===== config.mk =====
export PLATFORM = sky130hd
export DESIGN_NAME = instr_sequencer_flat
export DESIGN_NICKNAME = d
export VERILOG_FILES = /design/src/rtl/instr_sequencer_if.sv /design/src/rtl/instr_sequencer.sv /design/src/flat_wrapper.sv
export SDC_FILE = /design/constraint.sdc
export NUM_CORES = 1
export LEC_CHECK = 0
export CORE_ASPECT_RATIO = 0.8
export CORE_MARGIN = 1.5
export CORE_UTILIZATION = 54
export CTS_CLUSTER_SIZE = 25
export DETAILED_ROUTE_END_ITERATION = 8
export GPL_ROUTABILITY_DRIVEN = 1
export HOLD_SLACK_MARGIN = 0.06
export PLACE_DENSITY_LB_ADDON = 0.2
export SLEW_MARGIN = 20
export SYNTH_ARGS = -nofsm -noshare
export SYNTH_HDL_FRONTEND = slang
export SYNTH_SLANG_ARGS = --single-unit

===== constraint.sdc =====
create_clock -name clk -period 3.16 [get_ports clk]
set_input_delay 0.474 -clock clk [delete_from_list [all_inputs] [get_ports clk]]
set_output_delay 0.474 -clock clk [all_outputs]
set_load 0.01 [all_outputs]

===== src/rtl/instr_sequencer_if.sv =====
// rtl/instr_sequencer_if.sv - host handshake and control-FSM signal bundle for the instruction sequencer
interface instr_sequencer_if #(
    parameter int DATA_W = 8
);
    logic              in_valid;
    logic              in_ready;
    logic [3:0]        in_func;
    logic [2:0]        in_rx;
    logic [2:0]        in_ry;
    logic [DATA_W-1:0] in_data;
    logic [3:0]        func;
    logic [2:0]        input1;
    logic [2:0]        input2;
    logic [DATA_W-1:0] data_bus;
    logic [4:0]        current_state;
    logic [4:0]        next_state;
    logic              busy;
    logic              done;
    logic              illegal;
    logic              fault;

    modport master (
        output in_valid, in_func, in_rx, in_ry, in_data, next_state,
        input  in_ready, func, input1, input2, data_bus, current_state,
        input  busy, done, illegal, fault
    );

    modport slave (
        input  in_valid, in_func, in_rx, in_ry, in_data, next_state,
        output in_ready, func, input1, input2, data_bus, current_state,
        output busy, done, illegal, fault
    );
endinterface


===== src/rtl/instr_sequencer.sv =====
// rtl/instr_sequencer.sv - instruction FIFO plus issue FSM that owns current_state for the control FSM
module instr_sequencer #(
    parameter int DEPTH  = 4,
    parameter int DATA_W = 8
) (
    input  logic                clk,
    input  logic                resetn,
    instr_sequencer_if.slave    bus
);
    localparam int AW = $clog2(DEPTH);
    localparam int EW = 10 + DATA_W;
    localparam logic [AW-1:0] PTR_ONE  = 1;
    localparam logic [AW:0]   CNT_ONE  = 1;
    localparam logic [AW:0]   CNT_FULL = (AW+1)'(DEPTH);

    typedef enum logic {IDLE, EXEC} state_t;

    logic [EW-1:0]     r_mem [DEPTH];
    logic [AW-1:0]     r_wr_ptr, r_rd_ptr;
    logic [AW:0]       r_count;
    state_t            r_state;
    logic [3:0]        r_func;
    logic [2:0]        r_rx, r_ry;
    logic [DATA_W-1:0] r_data;
    logic [1:0]        r_step;
    logic [4:0]        r_cur_state;
    logic              r_busy, r_done, r_illegal, r_fault;

    logic              w_full, w_empty, w_push, w_pop;
    logic [EW-1:0]     w_head;
    logic [3:0]        w_head_func;
    logic              w_head_legal, w_short, w_last, w_abort, w_end;

    assign w_full       = (r_count == CNT_FULL);
    assign w_empty      = (r_count == '0);
    assign w_push       = bus.in_valid && !w_full;
    assign w_head       = r_mem[r_rd_ptr];
    assign w_head_func  = w_head[EW-1 -: 4];
    assign w_head_legal = (w_head_func >= 4'd1) && (w_head_func <= 4'd9);

    // Load and move finish in one step; every ALU op takes three.
    assign w_short = (r_func == 4'd1) || (r_func == 4'd2);
    assign w_last  = (r_step == (w_short ? 2'd0 : 2'd2));
    assign w_abort = !w_last && (bus.next_state == 5'd0);
    assign w_end   = (r_state == EXEC) && (w_last || w_abort);
    assign w_pop   = !w_empty && ((r_state == IDLE) || w_end);

    always_ff @(posedge clk) begin
        if (w_push) begin
            r_mem[r_wr_ptr] <= {bus.in_func, bus.in_rx, bus.in_ry, bus.in_data};
        end
    end

    always_ff @(posedge clk or negedge resetn) begin
        if (!resetn) begin
            r_wr_ptr <= '0;
            r_rd_ptr <= '0;
            r_count  <= '0;
        end else begin
            if (w_push) r_wr_ptr <= r_wr_ptr + PTR_ONE;
            if (w_pop)  r_rd_ptr <= r_rd_ptr + PTR_ONE;
            case ({w_push, w_pop})
                2'b10:   r_count <= r_count + CNT_ONE;
                2'b01:   r_count <= r_count - CNT_ONE;
                default: r_count <= r_count;
            endcase
        end
    end

    always_ff @(posedge clk or negedge resetn) begin
        if (!resetn) begin
            r_state     <= IDLE;
            r_func      <= '0;
            r_rx        <= '0;
            r_ry        <= '0;
            r_data      <= '0;
            r_step      <= '0;
            r_cur_state <= '0;
            r_busy      <= 1'b0;
            r_done      <= 1'b0;
            r_illegal   <= 1'b0;
            r_fault     <= 1'b0;
        end else begin
            r_done    <= 1'b0;
            r_illegal <= 1'b0;
            r_fault   <= 1'b0;
            if ((r_state == EXEC) && !w_end) begin
                r_cur_state <= bus.next_state;
                r_step      <= r_step + 2'd1;
            end else begin
                // Idle, or the edge that closes the running instruction: decide the next one here.
                if (r_state == EXEC) begin
                    r_done  <= w_last;
                    r_fault <= !w_last;
                end
                r_step      <= '0;
                r_cur_state <= '0;
                if (w_pop && w_head_legal) begin
                    r_state <= EXEC;
                    r_busy  <= 1'b1;
                    r_func  <= w_head_func;
                    r_rx    <= w_head[EW-5 -: 3];
                    r_ry    <= w_head[EW-8 -: 3];
                    r_data  <= (w_head_func == 4'd1) ? w_head[DATA_W-1:0] : '0;
                end else begin
                    r_state   <= IDLE;
                    r_busy    <= 1'b0;
                    r_func    <= '0;
                    r_rx      <= '0;
                    r_ry      <= '0;
                    r_data    <= '0;
                    r_illegal <= w_pop;
                end
            end
        end
    end

    assign bus.in_ready      = !w_full;
    assign bus.func          = r_func;
    assign bus.input1        = r_rx;
    assign bus.input2        = r_ry;
    assign bus.data_bus      = r_data;
    assign bus.current_state = r_cur_state;
    assign bus.busy          = r_busy;
    assign bus.done          = r_done;
    assign bus.illegal       = r_illegal;
    assign bus.fault         = r_fault;
endmodule


===== src/flat_wrapper.sv =====
// flat-port wrapper written by rule: the top's interface ports become plain ports
module instr_sequencer_flat 
#(
    parameter int DEPTH  = 4,
    parameter int DATA_W = 8
)
  (clk, resetn, bus_in_valid, bus_in_func, bus_in_rx, bus_in_ry, bus_in_data, bus_next_state, bus_in_ready, bus_func, bus_input1, bus_input2, bus_data_bus, bus_current_state, bus_busy, bus_done, bus_illegal, bus_fault);
  instr_sequencer_if #(.DATA_W(DATA_W)) bus_i ();
  input  logic clk;
  input  logic resetn;
  input wire logic [$bits(bus_i.in_valid)-1:0] bus_in_valid;
  input wire logic [$bits(bus_i.in_func)-1:0] bus_in_func;
  input wire logic [$bits(bus_i.in_rx)-1:0] bus_in_rx;
  input wire logic [$bits(bus_i.in_ry)-1:0] bus_in_ry;
  input wire logic [$bits(bus_i.in_data)-1:0] bus_in_data;
  input wire logic [$bits(bus_i.next_state)-1:0] bus_next_state;
  output wire logic [$bits(bus_i.in_ready)-1:0] bus_in_ready;
  output wire logic [$bits(bus_i.func)-1:0] bus_func;
  output wire logic [$bits(bus_i.input1)-1:0] bus_input1;
  output wire logic [$bits(bus_i.input2)-1:0] bus_input2;
  output wire logic [$bits(bus_i.data_bus)-1:0] bus_data_bus;
  output wire logic [$bits(bus_i.current_state)-1:0] bus_current_state;
  output wire logic [$bits(bus_i.busy)-1:0] bus_busy;
  output wire logic [$bits(bus_i.done)-1:0] bus_done;
  output wire logic [$bits(bus_i.illegal)-1:0] bus_illegal;
  output wire logic [$bits(bus_i.fault)-1:0] bus_fault;
  assign bus_i.in_valid = bus_in_valid;
  assign bus_i.in_func = bus_in_func;
  assign bus_i.in_rx = bus_in_rx;
  assign bus_i.in_ry = bus_in_ry;
  assign bus_i.in_data = bus_in_data;
  assign bus_i.next_state = bus_next_state;
  assign bus_in_ready = bus_i.in_ready;
  assign bus_func = bus_i.func;
  assign bus_input1 = bus_i.input1;
  assign bus_input2 = bus_i.input2;
  assign bus_data_bus = bus_i.data_bus;
  assign bus_current_state = bus_i.current_state;
  assign bus_busy = bus_i.busy;
  assign bus_done = bus_i.done;
  assign bus_illegal = bus_i.illegal;
  assign bus_fault = bus_i.fault;
  instr_sequencer #(.DEPTH(DEPTH), .DATA_W(DATA_W)) u_core (.clk(clk), .resetn(resetn), .bus(bus_i));
endmodule

### Yosys cells after proc, flatten, opt, wreduce, memory -nomap -nowiden

Memories as Yosys holds them, arrays and structs flattened.
Index checks and enable logic that the tools add are counted.

* bits in registers: 36
* memory bits (read-only): 0
* memory bits (writable): 72
* latch bits: 0
* word-level logic and storage cells: 64
* input port bits: 26
* memories: 1

Memories
* u_core.r_mem: words 4, bits a word 18, read ports 1, clocked after memory_dff 0, wr ports 1, RTL line instr_sequencer.sv:18 `logic [EW-1:0] r_mem [DEPTH];`

* mux-type cells: 18
* bitwise logic cells: 1
* reduce and logical (&&, ||, !) cells: 17
* magnitude comparators: 2
* equality and inequality tests: 7
* divide/modulo/power cells: 0
* multiply operators: 0
* $add $sub $neg: 5
* shift-type cells: 0

Operators by type and width (count)
* two-way mux 8 bit: 2
* two-way mux 1 bit: 9
* == test 4 x 1 -> 1 bit, second input constant: 2
* logical AND 1 bit: 7
* adder 2 x 1 -> 2 bit, second input constant: 3
* two-way mux 3 bit: 2
* one-hot mux 3 bit (2 select lines): 1
* zero test 5 bit: 1
* two-way mux 5 bit: 1
* == test 4 x 2 -> 1 bit, second input constant: 1
* greater-or-equal comparator 4 x 1 -> 1 bit, second input constant: 1
* less-or-equal comparator 4 bit, second input constant: 1
* zero test 1 bit: 4
* two-way mux 2 bit: 2
* two-way mux 4 bit: 1
* adder 3 x 1 -> 3 bit, second input constant: 1
* == test 3 bit, second input constant: 1
* zero test 3 bit: 1
* logical OR 1 bit: 3
* subtractor 3 x 1 -> 3 bit, second input constant: 1
* == test 2 x 1 -> 1 bit, second input constant: 1
* == test 2 bit: 1
* == test 2 bit, second input constant: 1
* nonzero test 2 bit: 1
* inverter 1 bit: 1

### Longest topological paths before layout

* depth after elaboration: 13
* gate-level depth with buffers: 11
* depth with buffers taken out: 10

### Worst setup path before layout

OpenSTA, ideal clock, no wires.

* path kind: register to register
* from: reg u_core.r_func[3] (netlist: u_core.bus.func[3])
* to: reg u_core.r_count[2]
* stages on the path, launching flop included: 12
* slack: 0.553 ns
* path buffers: 1
* period minus slack after synthesis: 2.607 ns
* data arrival time: 2.528 ns
* cell sequence: dfrtp_1 -> or4_1 -> mux2i_1 -> nor2_1 -> buf_6 -> a21oi_2 -> ha_1 -> inv_1 -> fa_1 -> xor2_1 -> nor2_1 -> xor2_1

* cells in the longest elaborated chain, start to end: 12
* elaborated cells on any way between the ends: 15
* those cells by class: eq/ne (5); mux (2); reduce/logical (8)

Ends and longest elaborated chain
* from (decl): RTL line instr_sequencer.sv:22 `logic [3:0] r_func;`
* from (signal assigned): RTL line instr_sequencer.sv:101 `r_func <= w_head_func;`
* == test 4 x 1 -> 1 bit / == test 4 x 2 -> 1 bit (equally long branches): RTL line instr_sequencer.sv:42 `assign w_short = (r_func == 4'd1) || (r_func == 4'd2);`
* logical OR 1 bit *: RTL line instr_sequencer.sv:42
* two-way mux 2 bit *: RTL line instr_sequencer.sv:43 `assign w_last = (r_step == (w_short ? 2'd0 : 2'd2));`
* == test 2 bit *: RTL line instr_sequencer.sv:43
* zero test 1 bit: RTL line instr_sequencer.sv:44 `assign w_abort = !w_last && (bus.next_state == 5'd0);`
* logical AND 1 bit: RTL line instr_sequencer.sv:44
* logical OR 1 bit *: RTL line instr_sequencer.sv:45 `assign w_end = (r_state == EXEC) && (w_last || w_abort);`
* logical AND 1 bit *: RTL line instr_sequencer.sv:45
* logical OR 1 bit *: RTL line instr_sequencer.sv:46 `assign w_pop = !w_empty && ((r_state == IDLE) || w_end);`
* logical AND 1 bit *: RTL line instr_sequencer.sv:46
* named net u_core.w_pop: RTL line instr_sequencer.sv:29 `logic w_full, w_empty, w_push, w_pop;`
* == test 2 x 1 -> 1 bit / == test 2 bit (equally long branches): RTL line instr_sequencer.sv:62 `case ({w_push, w_pop})`
* one-hot mux 3 bit (2 select lines) / nonzero test 2 bit (equally long branches)
* to (signal assigned): RTL line instr_sequencer.sv:63 `2'b10: r_count <= r_count + CNT_ONE;`
* to (signal assigned): RTL line instr_sequencer.sv:64 `2'b01: r_count <= r_count - CNT_ONE;`
* to (signal assigned): RTL line instr_sequencer.sv:65 `default: r_count <= r_count;`
* to (decl): RTL line instr_sequencer.sv:20 `logic [AW:0] r_count;`

Mark *: on every way through the listed nets, which the timed path passes. The rest lies on a longest branch.
A chain may end at the register's enable or synchronous reset.

### Worst setup path after layout

Same ends and word-level chain as after synthesis.

==> impl_metrics.toml <==
[outcome]
status = "finished, final reports clean"

[layout]
final_core_util_pct = 67.3
seq_area_um2 = 3060
fin_nets = 312
syn_to_final_growth_pct = 20.2
final_cell_area_um2 = 5000
instances_no_fill = 390
final_cell_mix = "edfxtp_1 (72), clkdlybuf4s50_1 (52), dfrtp_1 (36), mux4_2 (18), a22o_1 (17)"
insertedDiodeCount = 0
multi_input_area_um2 = 1010
drive_gt1_share_pct = 16.1
mostFrequentLayoutCell = "edfxtp_1"
fill_cells = 528

[die]
core_area_um2 = 7430
die_y_um = 81.5
rows = 28
initial_core_util_pct = 56.0
dieArea_um2 = 8240
dieWidth_um = 101
io_pins = 54

[sta]
max_freq_ghz = 0.352
min_period_ns = 2.84
slew_viol_final = 0
hold_ws_ns = 0.217
worst_pin_slew_ns = 0.869
relSlewSlack_pct = 41.8
setup_tns_ns = 0
rsz0062_at_grt = "false"
finalSetupViolCount = 0
finalHoldViolCount = 0
fin_skew_ns = 0.00983
post-route-period-util_pct = 90.0
fin_ws_ns = 0.315

[cts]
cts_tree = "done"
htreeDepth = 3
cts_made_buffers = 9
cts_buffer_depth = 2
hold_buffers = 0
cts_setup_buffers = 0
cts.root.buffer_cell = "clkbuf_8"
worstSkewPairLatency_ns = 0.35
cts_resized = 0
clk_pin_slew_ns = 0.09
cts.sinks = 108

[yosys]
ys_seq_area_share_pct = 73.6
ys_types = 34
synthesis.area_um2 = 4160
ys_seq_elements = 108
syn-num-nets = 248
yosys_warnings = 0
yosys.area.top_type = "edfxtp_1"
synthTopCellsByArea = "edfxtp_1 (52%), dfrtp_1 (22%), mux4_2 (9.7%)"
syn_inst = 216
synth_top_area_share_pct = 52.0
syn_avg_cell_area_um2 = 19.3

[grt]
overflow = 0
grt_usage_pct = 18.5
grt_antenna_before_repair = 0
grt_pass1_wl_um = 10900
grt_max_degree = 37
grt_pass1_vias = 2128

[min_path]
min-delay-path-class = "input pin to async pin"

[placement]
dpl_cell_area_um2 = 4810
dp_cells = 374
hpwl_um = 4500
gp_congestion = 0.743
io_buffers = 53
dp_slack_ns = 0.325

[setup_path]
r2r_start = "u_core.bus.func[3]$_DFFE_PN0P_"
required_ns = 3.43
crit_start = "u_core.bus.func[3]$_DFFE_PN0P_"
crit_arrival_ns = 3.12
cp-start-kind = "flip-flop"
path_cells = "or4_1, mux2i_1, nor2_1, a21oi_2, ha_1, inv_1, fa_1, xor2_1, nor2_1, xor2_1"
cp_slowest_cell = "or4_1"
criticalPathCategory = "flip-flop to flip-flop"
cp_max_fo = 11
endpoint_kind = "flip-flop"
max_stage_delay_ns = 0.52

[power_and_ir_drop]
combinationalPowerShare_pct = 37.3
powerDensity_nw_per_um2 = 918
p_leak_nw = 1.86
p_sw_share_pct = 31.8
finalPower_mw = 4.59
p_seq_share_pct = 45.3
p_switching_mw = 1.46
p_clk_share_pct = 17.4
vdd_drop_max_mv = 0.392
internal-power_mw = 3.13

[drt]
post_drt_wl_per_cell_um = 17.7
drt-pass1-iter-count = 4
vias = 2089
wirelength_um = 6910
drt_iter0_drc = 76
via_per_inst = 5.36
drc = 0
postRouteAntennaNets = 0

[flow_run]
cap_violations = 0
-- synthesized netlist by cell type --
| cell type | number |
|---|---|
| xnor2_1 | 5 |
| nand3_1 | 1 |
| a32o_1 | 1 |
| mux2i_1 | 2 |
| nand2_1 | 3 |
| fa_1 | 1 |
| inv_1 | 7 |
| nor2_1 | 6 |
| and2b_1 | 1 |
| or4_1 | 1 |
| a21boi_0 | 1 |
| mux2_2 | 1 |
| edfxtp_1 | 72 |
| and2_1 | 7 |
| buf_6 | 4 |
| dfrtp_1 | 36 |
| or2b_1 | 1 |
| or2_1 | 2 |
| nand2b_1 | 1 |
| a21oi_1 | 1 |
| xor2_1 | 3 |
| a211oi_4 | 2 |
| clkbuf_1 | 2 |
| buf_2 | 1 |
| o21ai_0 | 2 |
| and2_4 | 1 |
| a22o_1 | 17 |
| and3_1 | 4 |
| mux4_2 | 18 |
| nor3b_1 | 1 |
| a21oi_2 | 1 |
| ha_1 | 5 |
| a211oi_1 | 1 |
| nor3_1 | 4 |
-- power groups by stage --
stage	clock (mW)	combinational, mW	sequential, mW
after global placement	0	1.70	2.10
after floorplan	0	1.21	2.10
final	0.801	1.71	2.08
after detailed placement	0	1.74	2.11
after global routing	0.879	1.87	2.12
after CTS	0.818	1.75	2.08
-- worst paths after layout --
kind / to / slack [ns] / cells past startpoint
worst max register to register: u_core.r_count[2]$_DFFE_PN0P_ / 0.32 / 10
max in group asynchronous: u_core.bus.input2[1]$_DFFE_PN0P_ / 2.39 / 1
worst min register to register: u_core.bus.done$_DFF_PN0_ / 0.50 / 1
worst min-delay path: u_core.bus.input1[2]$_DFFE_PN0P_ / 0.22 / 1
worst max-delay path: u_core.r_count[2]$_DFFE_PN0P_ / 0.32 / 10
min in group clk: u_core.bus.done$_DFF_PN0_ / 0.50 / 1
-- registers in the layout, indices dropped and copies added (netlist names) --
signal,count
u_core.bus.current_state,5
u_core.bus.data_bus,8
u_core.bus.done,1
u_core.bus.fault,1
u_core.bus.func,4
u_core.bus.illegal,1
u_core.bus.input1,3
u_core.bus.input2,3
u_core.r_count,3
u_core.r_mem,72
u_core.r_rd_ptr,2
u_core.r_state,1
u_core.r_step,2
u_core.r_wr_ptr,2
-- critical path, delay by kind of cell, from the launching register on --
family | cells | cell delay [ns]
simple gates | 3 | 0.87
fa+ha+maj | 2 | 0.60
flops | 1 | 0.44
xor+xnor | 2 | 0.30
compound gates | 1 | 0.29
mux | 1 | 0.20
buf+inv | 1 | 0.07
-- kinds of logic (layout without fill, tap and decap cells) --
logic type | count (synthesis) | count (layout) | synth area share, %
adders and majority gates | 6 | 6 | 1.99
muxes | 21 | 21 | 10.5
buffers and inverters | 14 | 83 | 2.02
and+or+nand+nor | 33 | 33 | 4.45
AOI/OAI and AO/OA | 26 | 26 | 5.72
DFF | 108 | 108 | 73.6
xor gates and xnor gates | 8 | 8 | 1.68
-- area by class of cell --
| type | instances | area share, % |
|---|---|---|
| inverters | 7 | 0.525 |
| repair buffers | 60 | 11.6 |
| flip-flops and latches | 108 | 61.2 |
| well taps | 105 | 2.63 |
| multi-input cells | 94 | 20.2 |
| clock buffers | 9 | 2.48 |
| clock inverters | 7 | 1.33 |
-- layer usage --
metal  GRT usage, %  vias to the layer above  routed length (µm)
li1               -                      964                   -
met1           25.0                     1071                3050
met2           29.7                       49                3470
met5              0                        -                   0
met3           5.45                        5                 330
met4           5.42                        0                  62
Power figures use the tool's default switching activity.
